===== src/rtl/comparator_sweep_driver_if.sv =====
// Operand/result bundle between the sweep driver and the comparator under test.
//   start                      : request a new sweep (into the driver)
//   a_out, b_out               : operands driven to the comparator
//   equal_in/greater_in/lower_in : comparator results returned to the driver
//   busy, done, pass           : sweep status
//   err_count                  : number of mismatching pairs (saturating)
//   fail_a, fail_b, fail_flags : first mismatching pair and the flags seen there
// master = driver side, slave = comparator/host side.
interface comparator_sweep_driver_if #(
  parameter int WIDTH = 4,
  parameter int CNT_W = 2*WIDTH+1
);
  logic             start;
  logic [WIDTH-1:0] a_out;
  logic [WIDTH-1:0] b_out;
  logic             equal_in;
  logic             greater_in;
  logic             lower_in;
  logic             busy;
  logic             done;
  logic             pass;
  logic [CNT_W-1:0] err_count;
  logic [WIDTH-1:0] fail_a;
  logic [WIDTH-1:0] fail_b;
  logic [2:0]       fail_flags;

  modport master (
    input  start, equal_in, greater_in, lower_in,
    output a_out, b_out, busy, done, pass, err_count, fail_a, fail_b, fail_flags
  );

  modport slave (
    output start, equal_in, greater_in, lower_in,
    input  a_out, b_out, busy, done, pass, err_count, fail_a, fail_b, fail_flags
  );
endinterface


===== src/rtl/comparator_sweep_driver.sv =====
// Built-in self-test engine for an unsigned WIDTH-bit comparator.
// On start, walks every (a,b) pair (a outer, b inner, both ascending), holds
// each pair for a DRIVE settle cycle plus a CHECK sample cycle, compares the
// returned {equal,greater,lower} flags against an unsigned reference, counts
// mismatches and captures the first failing pair.
// Ports:
//   clk  : rising-edge clock
//   rst  : asynchronous reset, active high
//   bus  : comparator_sweep_driver_if.master (see interface for signal list)
module comparator_sweep_driver #(
  parameter int WIDTH = 4,
  parameter int CNT_W = 2*WIDTH+1
) (
  input  logic                        clk,
  input  logic                        rst,
  comparator_sweep_driver_if.master   bus
);

  typedef enum logic [1:0] {IDLE, DRIVE, CHECK, DONE} state_e;

  localparam logic [WIDTH-1:0] OP_MAX  = '1;
  localparam logic [CNT_W-1:0] ERR_MAX = '1;

  state_e           state_q;
  logic [WIDTH-1:0] a_q, b_q;
  logic [WIDTH-1:0] fail_a_q, fail_b_q;
  logic [2:0]       fail_flags_q;
  logic [CNT_W-1:0] err_q;
  logic             first_q;   // a mismatch has already been captured
  logic             busy_q, done_q;

  logic [2:0]       exp_flags, got_flags;
  logic             mismatch;
  logic             last_pair;
  logic [CNT_W-1:0] err_d;
  logic [WIDTH-1:0] a_d, b_d;

  always_comb begin
    exp_flags = {a_q == b_q, a_q > b_q, a_q < b_q};
    got_flags = {bus.equal_in, bus.greater_in, bus.lower_in};
    // Full-vector compare also catches non-one-hot comparator outputs.
    mismatch  = (got_flags != exp_flags);
    last_pair = (a_q == OP_MAX) && (b_q == OP_MAX);
    err_d     = (err_q == ERR_MAX) ? err_q : err_q + 1'b1;
    // b is the inner loop; a steps when b wraps.
    b_d       = b_q + 1'b1;
    a_d       = (b_q == OP_MAX) ? a_q + 1'b1 : a_q;
  end

  always_ff @(posedge clk or posedge rst) begin
    if (rst) begin
      state_q      <= IDLE;
      a_q          <= '0;
      b_q          <= '0;
      fail_a_q     <= '0;
      fail_b_q     <= '0;
      fail_flags_q <= '0;
      err_q        <= '0;
      first_q      <= 1'b0;
      busy_q       <= 1'b0;
      done_q       <= 1'b0;
    end else begin
      case (state_q)
        IDLE, DONE: begin
          if (bus.start) begin
            state_q      <= DRIVE;
            a_q          <= '0;
            b_q          <= '0;
            fail_a_q     <= '0;
            fail_b_q     <= '0;
            fail_flags_q <= '0;
            err_q        <= '0;
            first_q      <= 1'b0;
            busy_q       <= 1'b1;
            done_q       <= 1'b0;
          end
        end
        DRIVE: begin
          // Settle cycle: operands have been stable since the previous edge.
          state_q <= CHECK;
        end
        CHECK: begin
          if (mismatch) begin
            err_q <= err_d;
            if (!first_q) begin
              first_q      <= 1'b1;
              fail_a_q     <= a_q;
              fail_b_q     <= b_q;
              fail_flags_q <= got_flags;
            end
          end
          if (last_pair) begin
            // Operands stay at the final pair while in DONE.
            state_q <= DONE;
            busy_q  <= 1'b0;
            done_q  <= 1'b1;
          end else begin
            state_q <= DRIVE;
            a_q     <= a_d;
            b_q     <= b_d;
          end
        end
        default: state_q <= IDLE;
      endcase
    end
  end

  assign bus.a_out      = a_q;
  assign bus.b_out      = b_q;
  assign bus.busy       = busy_q;
  assign bus.done       = done_q;
  assign bus.pass       = done_q && (err_q == '0);
  assign bus.err_count  = err_q;
  assign bus.fail_a     = fail_a_q;
  assign bus.fail_b     = fail_b_q;
  assign bus.fail_flags = fail_flags_q;

endmodule

===== src/flat_wrapper.sv =====
// flat-port wrapper written by rule: the top's interface ports become plain ports
module comparator_sweep_driver_flat 
#(
  parameter int WIDTH = 4,
  parameter int CNT_W = 2*WIDTH+1
)
  (clk, rst, bus_start, bus_equal_in, bus_greater_in, bus_lower_in, bus_a_out, bus_b_out, bus_busy, bus_done, bus_pass, bus_err_count, bus_fail_a, bus_fail_b, bus_fail_flags);
  comparator_sweep_driver_if #(.WIDTH(WIDTH), .CNT_W(CNT_W)) bus_i ();
  input  logic clk;
  input  logic rst;
  input wire logic [$bits(bus_i.start)-1:0] bus_start;
  input wire logic [$bits(bus_i.equal_in)-1:0] bus_equal_in;
  input wire logic [$bits(bus_i.greater_in)-1:0] bus_greater_in;
  input wire logic [$bits(bus_i.lower_in)-1:0] bus_lower_in;
  output wire logic [$bits(bus_i.a_out)-1:0] bus_a_out;
  output wire logic [$bits(bus_i.b_out)-1:0] bus_b_out;
  output wire logic [$bits(bus_i.busy)-1:0] bus_busy;
  output wire logic [$bits(bus_i.done)-1:0] bus_done;
  output wire logic [$bits(bus_i.pass)-1:0] bus_pass;
  output wire logic [$bits(bus_i.err_count)-1:0] bus_err_count;
  output wire logic [$bits(bus_i.fail_a)-1:0] bus_fail_a;
  output wire logic [$bits(bus_i.fail_b)-1:0] bus_fail_b;
  output wire logic [$bits(bus_i.fail_flags)-1:0] bus_fail_flags;
  assign bus_i.start = bus_start;
  assign bus_i.equal_in = bus_equal_in;
  assign bus_i.greater_in = bus_greater_in;
  assign bus_i.lower_in = bus_lower_in;
  assign bus_a_out = bus_i.a_out;
  assign bus_b_out = bus_i.b_out;
  assign bus_busy = bus_i.busy;
  assign bus_done = bus_i.done;
  assign bus_pass = bus_i.pass;
  assign bus_err_count = bus_i.err_count;
  assign bus_fail_a = bus_i.fail_a;
  assign bus_fail_b = bus_i.fail_b;
  assign bus_fail_flags = bus_i.fail_flags;
  comparator_sweep_driver #(.WIDTH(WIDTH), .CNT_W(CNT_W)) u_core (.clk(clk), .rst(rst), .bus(bus_i));
endmodule

===== config.mk =====
export PLATFORM = sky130hd
export DESIGN_NAME = comparator_sweep_driver_flat
export DESIGN_NICKNAME = d
export VERILOG_FILES = /design/src/rtl/comparator_sweep_driver_if.sv /design/src/rtl/comparator_sweep_driver.sv /design/src/flat_wrapper.sv
export SDC_FILE = /design/constraint.sdc
export NUM_CORES = 1
export LEC_CHECK = 0
export ABC_AREA = 1
export BUFFER_PORTS_ARGS = -buffer_cell sky130_fd_sc_hd__clkbuf_2
export CAP_MARGIN = 0
export CORE_MARGIN = 2
export CORE_UTILIZATION = 55
export CTS_BUF_LIST = sky130_fd_sc_hd__clkbuf_4 sky130_fd_sc_hd__clkbuf_8 sky130_fd_sc_hd__clkbuf_16
export DETAILED_ROUTE_END_ITERATION = 7
export PLACE_DENSITY_LB_ADDON = 0.12
export SKIP_LAST_GASP = 1
export SYNTH_ARGS = -nofsm -noshare
export SYNTH_HDL_FRONTEND = slang
export SYNTH_SLANG_ARGS = --single-unit

===== constraint.sdc =====
create_clock -name clk -period 2.1 [get_ports clk]
set_input_delay 0 -clock clk [delete_from_list [all_inputs] [get_ports clk]]
set_output_delay 0 -clock clk [all_outputs]
set_load 0.005 [all_outputs]

# [Word level (Yosys, flattened, before mapping)]
# Cells that the tools add are included.
[word_totals] ff_bits=33 in_bits=6 output_inout_bits=31 word_cells=73
[op_classes] n_addsub=3 n_lt_le_gt_ge=2 n_eq_ne=15 muxes=31 reduce_logical=12
[ops] operator="2-to-1 mux 4 bit" n=8
[ops] operator="one-hot mux 4 bit (2 select lines)" n=4
[ops] operator="2-to-1 mux 9 bit" n=3
[ops] operator="one-hot mux 9 bit (2 select lines)" n=1
[ops] operator="AND reduction 4 bit" n=3
[ops] operator="adder 9 x 1 -> 9 bit (second input constant)" n=1
[ops] operator="equality test 9 bit (second input constant)" n=1
[ops] operator="logical NOT 9 bit" n=1
[ops] operator="2-to-1 mux 3 bit" n=3
[ops] operator="AND reduction 3 bit" n=3
[ops] operator="adder 4 x 1 -> 4 bit (second input constant)" n=2
[ops] operator="equality test 4 bit (second input constant)" n=2
[ops] operator="inequality test 2 bit (second input constant)" n=4
[ops] operator="inequality test 2 x 1 -> 1 bit (second input constant)" n=3
[ops] operator="one-hot mux 1 bit (2 select lines)" n=3
[ops] operator="one-hot mux 2 bit (3 select lines)" n=1
[ops] operator="one-hot mux 3 bit (2 select lines)" n=1
[ops] operator="2-to-1 mux 1 bit" n=5
[ops] operator="equality test 2 bit (second input constant)" n=2
[ops] operator="equality test 4 bit" n=1
[ops] operator="greater-than comparator 4 bit" n=1
[ops] operator="less-than comparator 4 bit" n=1
[ops] operator="2-to-1 mux 2 bit" n=2
[ops] operator="inequality test 3 bit" n=1
[ops] operator="other kinds (5)" n=6

# [Longest topological paths before layout]
[depth] ltp_word=4 depth_mapped=15 depth_no_buf=14

# [Worst setup path after synthesis]
# OpenSTA, ideal clock, no wires.
[synth_path] path_type="reg2reg" start="reg u_core.err_q[0], in the netlist u_core.bus.err_count[0]" end="reg u_core.err_q[2], in the netlist u_core.bus.err_count[2]" setup_time_ns=0.117 arrival_ns=1.605 required_time_ns=1.983 path_slack_ns=0.378 stages_incl_launch_ff=11 n_path_buf=0 synth_period_minus_slack_ns=1.722 cell_sequence="dfrtp_1 > ha_1 > nand3_1 > nor4_1 > inv_1 > nor2_1 > ha_1 > a21oi_4 > nand2_2 > nand2_1 > nand2_1"
[synth_via] elab_chain_cells=4 elab_cells_between_ends=7 classes_between="1 x add/sub; 2 x eq/ne; 3 x mux; 1 x reduce/logical"
[synth_lines] element="from (decl)" line_no="comparator_sweep_driver.sv:28" rtl="logic [CNT_W-1:0] err_q;"
[synth_lines] element="from (signal assigned)" line_no="comparator_sweep_driver.sv:84" rtl="err_q <= err_d;"
[synth_lines] element="adder 9 x 1 -> 9 bit" line_no="comparator_sweep_driver.sv:44" rtl="err_d = (err_q == ERR_MAX) ? err_q : err_q + 1'b1;"
[synth_lines] element="2-to-1 mux 9 bit" line_no="comparator_sweep_driver.sv:44"
[synth_lines] element="2-to-1 mux 9 bit" line_no="comparator_sweep_driver.sv:83" rtl="if (mismatch) begin"
[synth_lines] element="one-hot mux 9 bit (2 select lines)" line_no="comparator_sweep_driver.sv:63" rtl="case (state_q)"
# Several ways; a longest one is shown, not always the timed one. The select of a mux whose other input is x is not followed.
# A chain may end at the register's enable or synchronous reset.

# [Final worst setup path]
[layout_path] start="reg u_core.b_q[3], in the netlist u_core.bus.b_out[3]" end="reg u_core.err_q[7], in the netlist u_core.bus.err_count[7]"
[layout_via] elab_chain_cells=4 elab_cells_between_ends=6 classes_between="2 x order compare; 3 x eq/ne; 1 x reduce/logical"
[layout_lines] element="from (decl)" line_no="comparator_sweep_driver.sv:25" rtl="logic [WIDTH-1:0] a_q, b_q;"
[layout_lines] element="from (signal assigned)" line_no="comparator_sweep_driver.sv:54" rtl="b_q <= '0;"
[layout_lines] element="from (signal assigned)" line_no="comparator_sweep_driver.sv:68" rtl="b_q <= '0;"
[layout_lines] element="from (signal assigned)" line_no="comparator_sweep_driver.sv:100" rtl="b_q <= b_d;"
[layout_lines] element="less-than comparator 4 bit, or another cell as far along" line_no="comparator_sweep_driver.sv:39" rtl="exp_flags = {a_q == b_q, a_q > b_q, a_q < b_q};"
[layout_lines] element="inequality test 3 bit *" line_no="comparator_sweep_driver.sv:42" rtl="mismatch = (got_flags != exp_flags);"
[layout_lines] element="inequality test 2 x 1 -> 1 bit (no source line) *"
[layout_lines] element="AND reduction 4 bit (no source line) *"
# Mark *: on every way between the ends. The rest lies on a longest branch, timed or not.

==> metrics.txt <==
design area 2410 µm²; residual DRC count 0; Yosys warning count 0; Distinct cells, synth 33; drt pass-1 iters 4; status finished, final reports clean; met1 usage 29.3%; Max-Cap Viols 0; setup violators final 0; register area share after synthesis 40.6%; slowest CP cell dfrtp_1; clock slew at reported path FFs 0.06 ns; DP HPWL 3.16 mm; met2 GRT Util 34.4%; pwr dens 1050 nW/µm²; Skew-Pair Late Insertion Delay around 0.28 ns; final net count ~340; vias in the first global route 1642; FF-to-FF setup slack between 0.15 and 0.2 ns; Global Route met3 Usage 5.38%; CP Max Fanout 24; I/O pin count 37; CP Depth 11; FF+latch count, synth 33; total global routing overflow 0; final total power roughly 2.5 mW; initial antenna violation count 0; Crit path required time 2.31 ns; Hold Crit Class in -> reg; Detailed Route WL 4.17 mm; crit path buf inv count 1; CTS tree built; root buf cell clkbuf_8; vias per inst 4.87; IO buf count 36; syn avg cell area ~7.5 µm²; clk_skew 0.00620 ns; Synth Flop Type dfrtp_1; Setup WS pre-CTS about 0.20 ns; largest net degree at the start of global routing 34; GRT Overall Usage 21.9%; async set-reset flop share out of synthesis 100%; die width 64.8 µm; number of synthesized flops with an enable pin 0; Iter 0 DRT Violations 104; syn nets around 290; initial cell density of the core a little under three fifths; hold slack final 0.0560 ns; GR peak layer met2; Max Freq 518 MHz; Post-Syn Area slightly above 2000 µm²; Critical Path Sink Type flop; Final WS setup 0.170 ns; die height 64.8 µm; Pleak between 1 and 1.5 nW; # clock sinks 33; vias between 1.5k and 2k; most frequent CP cell nand2_1; Worst EP arrival 2.14 ns; Post-Synthesis Cells between 200 and 300; first-pass GRT wire length between 7 and 8 mm; Final ANT Viol Nets 0; Fillers 326; min cycle time layout 1.93 ns; area delta synth->final 18.3%; r2r worst-path depth 11; std cell rows 22; share of cells above drive strength 1 22.1%; kind of cell adding the most delay to the critical path simple AND/OR/NAND/NOR gates; Worst setup SP type flop; max-slew violations 0; final setup TNS 0 ns; wire length per cell approximately 11 µm; diodes inserted 0; Largest stage delay, worst path 0.35 ns; WS Path Type reg -> reg; Endpoint, Worst Hold u_core.state_q[1]$_DFFE_PP0P_; Hold Fails Final Rpt 0; total CTS buffers 5; core footprint 3610 µm²; Hold Path Stages 4; worst rel slew slack 72.9%; Reg2Reg Capture Point u_core.bus.err_count[7]$_DFFE_PP0P_; area post-placement 2290 µm²; RePlAce Congestion 0.840; Tcrit/Tclk final 91.9%; die area between 4000 and 5000 µm²; Longest Clk Path Bufs 2; hold path start bus_start; worst reg2reg path startpoint u_core.bus.b_out[3]$_DFFE_PP0P_; Max VDD drop approximately 0.00076 V; CTS HTree Levels 2; cell chain of the critical path inv_1 -> ha_1 -> a21oi_1 -> nand2_1 -> nand2_1 -> nand2_1 -> nor2_2 -> nand2_8 -> nand2_2 -> nand2_1 -> nand2_1; unrepaired setup endpoints after global routing false; worst-margin pin slew 0.407 ns
[synthesized netlist by cell type (2+ instances only)]
cell type  instances  share of area [%]
nand3_1           31                7.6
nor4_1             2               0.61
o31ai_1            2               0.74
nor3_1             2               0.49
nand2_2            7                2.2
nand4_1            3               0.92
nand2_1           86                 16
a21oi_1            6                1.5
o21ai_1            2               0.49
buf_2              3               0.74
dfrtp_1           33                 41
ha_1              12                7.4
xnor2_1            2               0.86
inv_1             40                7.4
inv_2              2               0.37
buf_6              3                1.7
o21ai_0            4               0.98
nand3_2            2               0.98
nor2_1            14                2.6
[metrics by stage]
step	utilization [%]	std cells
global placement	63.6	357
detailed placement	63.6	357
global route	66.8	365
CTS	66.4	365
finish	66.8	365
floorplan	-	270
[cells by family after synthesis]
family / Yosys count / synth area share (%)
AO/OA/AOI/OAI: 18 / 5.66
XOR/XNOR: 3 / 1.29
adder cells (fa/ha/maj): 12 / 7.38
buffers and inverters: 50 / 10.7
flip-flops: 33 / 40.6
multiplexers: 1 / 0.492
AND/OR/NAND/NOR: 153 / 33.9
[per-layer routing]
metal,share of wire [%],up-vias
li1,-,944
met1,48,785
met2,47,44
met3,4.2,4
met4,0.89,0
met5,0,-
[flip-flops by register name (all words and copies together), names as in the netlist]
register / cells
u_core.bus.done: 1
u_core.bus.err_count: 9
u_core.state_q: 2
u_core.first_q: 1
u_core.bus.a_out: 4
u_core.bus.fail_a: 4
u_core.bus.fail_flags: 3
u_core.bus.b_out: 4
u_core.bus.busy: 1
u_core.bus.fail_b: 4
[report_power, final]
group          total (mW)  switching (mW)  leakage (nW)  internal [mW]
registers           0.822          0.0825         0.452          0.740
logic                1.22           0.807         0.942          0.417
clock network       0.480           0.207        0.0477          0.272
total                2.53            1.10          1.44           1.43
[layout by cell type, fill, tap and decap left out, types with 3 or more instances in the layout]
cell type   n
clkbuf_2   36
nand3_1    31
o21ai_0     4
nand2_2     6
clkbuf_8    6
ha_1       12
nand2_1    86
a21oi_1     6
dfrtp_1    33
nand4_1     3
nor2_1     14
buf_4      10
inv_1      40
[worst max-delay path by stage]
stage / start / to / slack [ns]
6_report: u_core.bus.b_out[3]$_DFFE_PP0P_ / u_core.bus.err_count[7]$_DFFE_PP0P_ / 0.17
5_1_grt: u_core.state_q[0]$_DFFE_PP0P_ / u_core.bus.done$_DFFE_PP0P_ / 0.002
4_1_cts: u_core.bus.b_out[3]$_DFFE_PP0P_ / u_core.bus.fail_flags[2]$_DFFE_PP0P_ / 0.18
3_5_place_dp: u_core.bus.err_count[0]$_DFFE_PP0P_ / u_core.bus.err_count[0]$_DFFE_PP0P_ / 0.20
3_3_place_gp: u_core.bus.a_out[0]$_DFFE_PP0P_ / u_core.bus.fail_a[3]$_DFFE_PP0P_ / 0.26
2_1_floorplan: u_core.bus.err_count[0]$_DFFE_PP0P_ / u_core.bus.err_count[2]$_DFFE_PP0P_ / 0.38
[area by class of cell]
class | instances | area [µm²] | area share [%]
Clock buffer | 7 | 90.1 | 3.74
Tap cell | 48 | 60.1 | 2.49
Inverter | 43 | 161 | 6.70
Multi-Input combinational cell | 187 | 1010 | 41.8
Sequential cell | 33 | 826 | 34.3
Timing Repair Buffer | 47 | 265 | 11.0
[worst register-to-register path: cells and delay by family (launching register included)]
family,cells,cell delay (ns)
AOI/OAI and AO/OA,1,0.24
adders and majority gates,1,0.30
buffers and inverters,1,0.05
DFF,1,0.35
and+or+nand+nor,8,0.94
[repair_timing]
item / in CTS / in global routing
endpoints found under the setup margin: 0 / 12
resized for setup: 0 / 2
buffers inserted: 0 / 0
hold buffers: 1 / 0
hold endpoints to repair: 33 / 0
(Power assumes the default switching activity.)
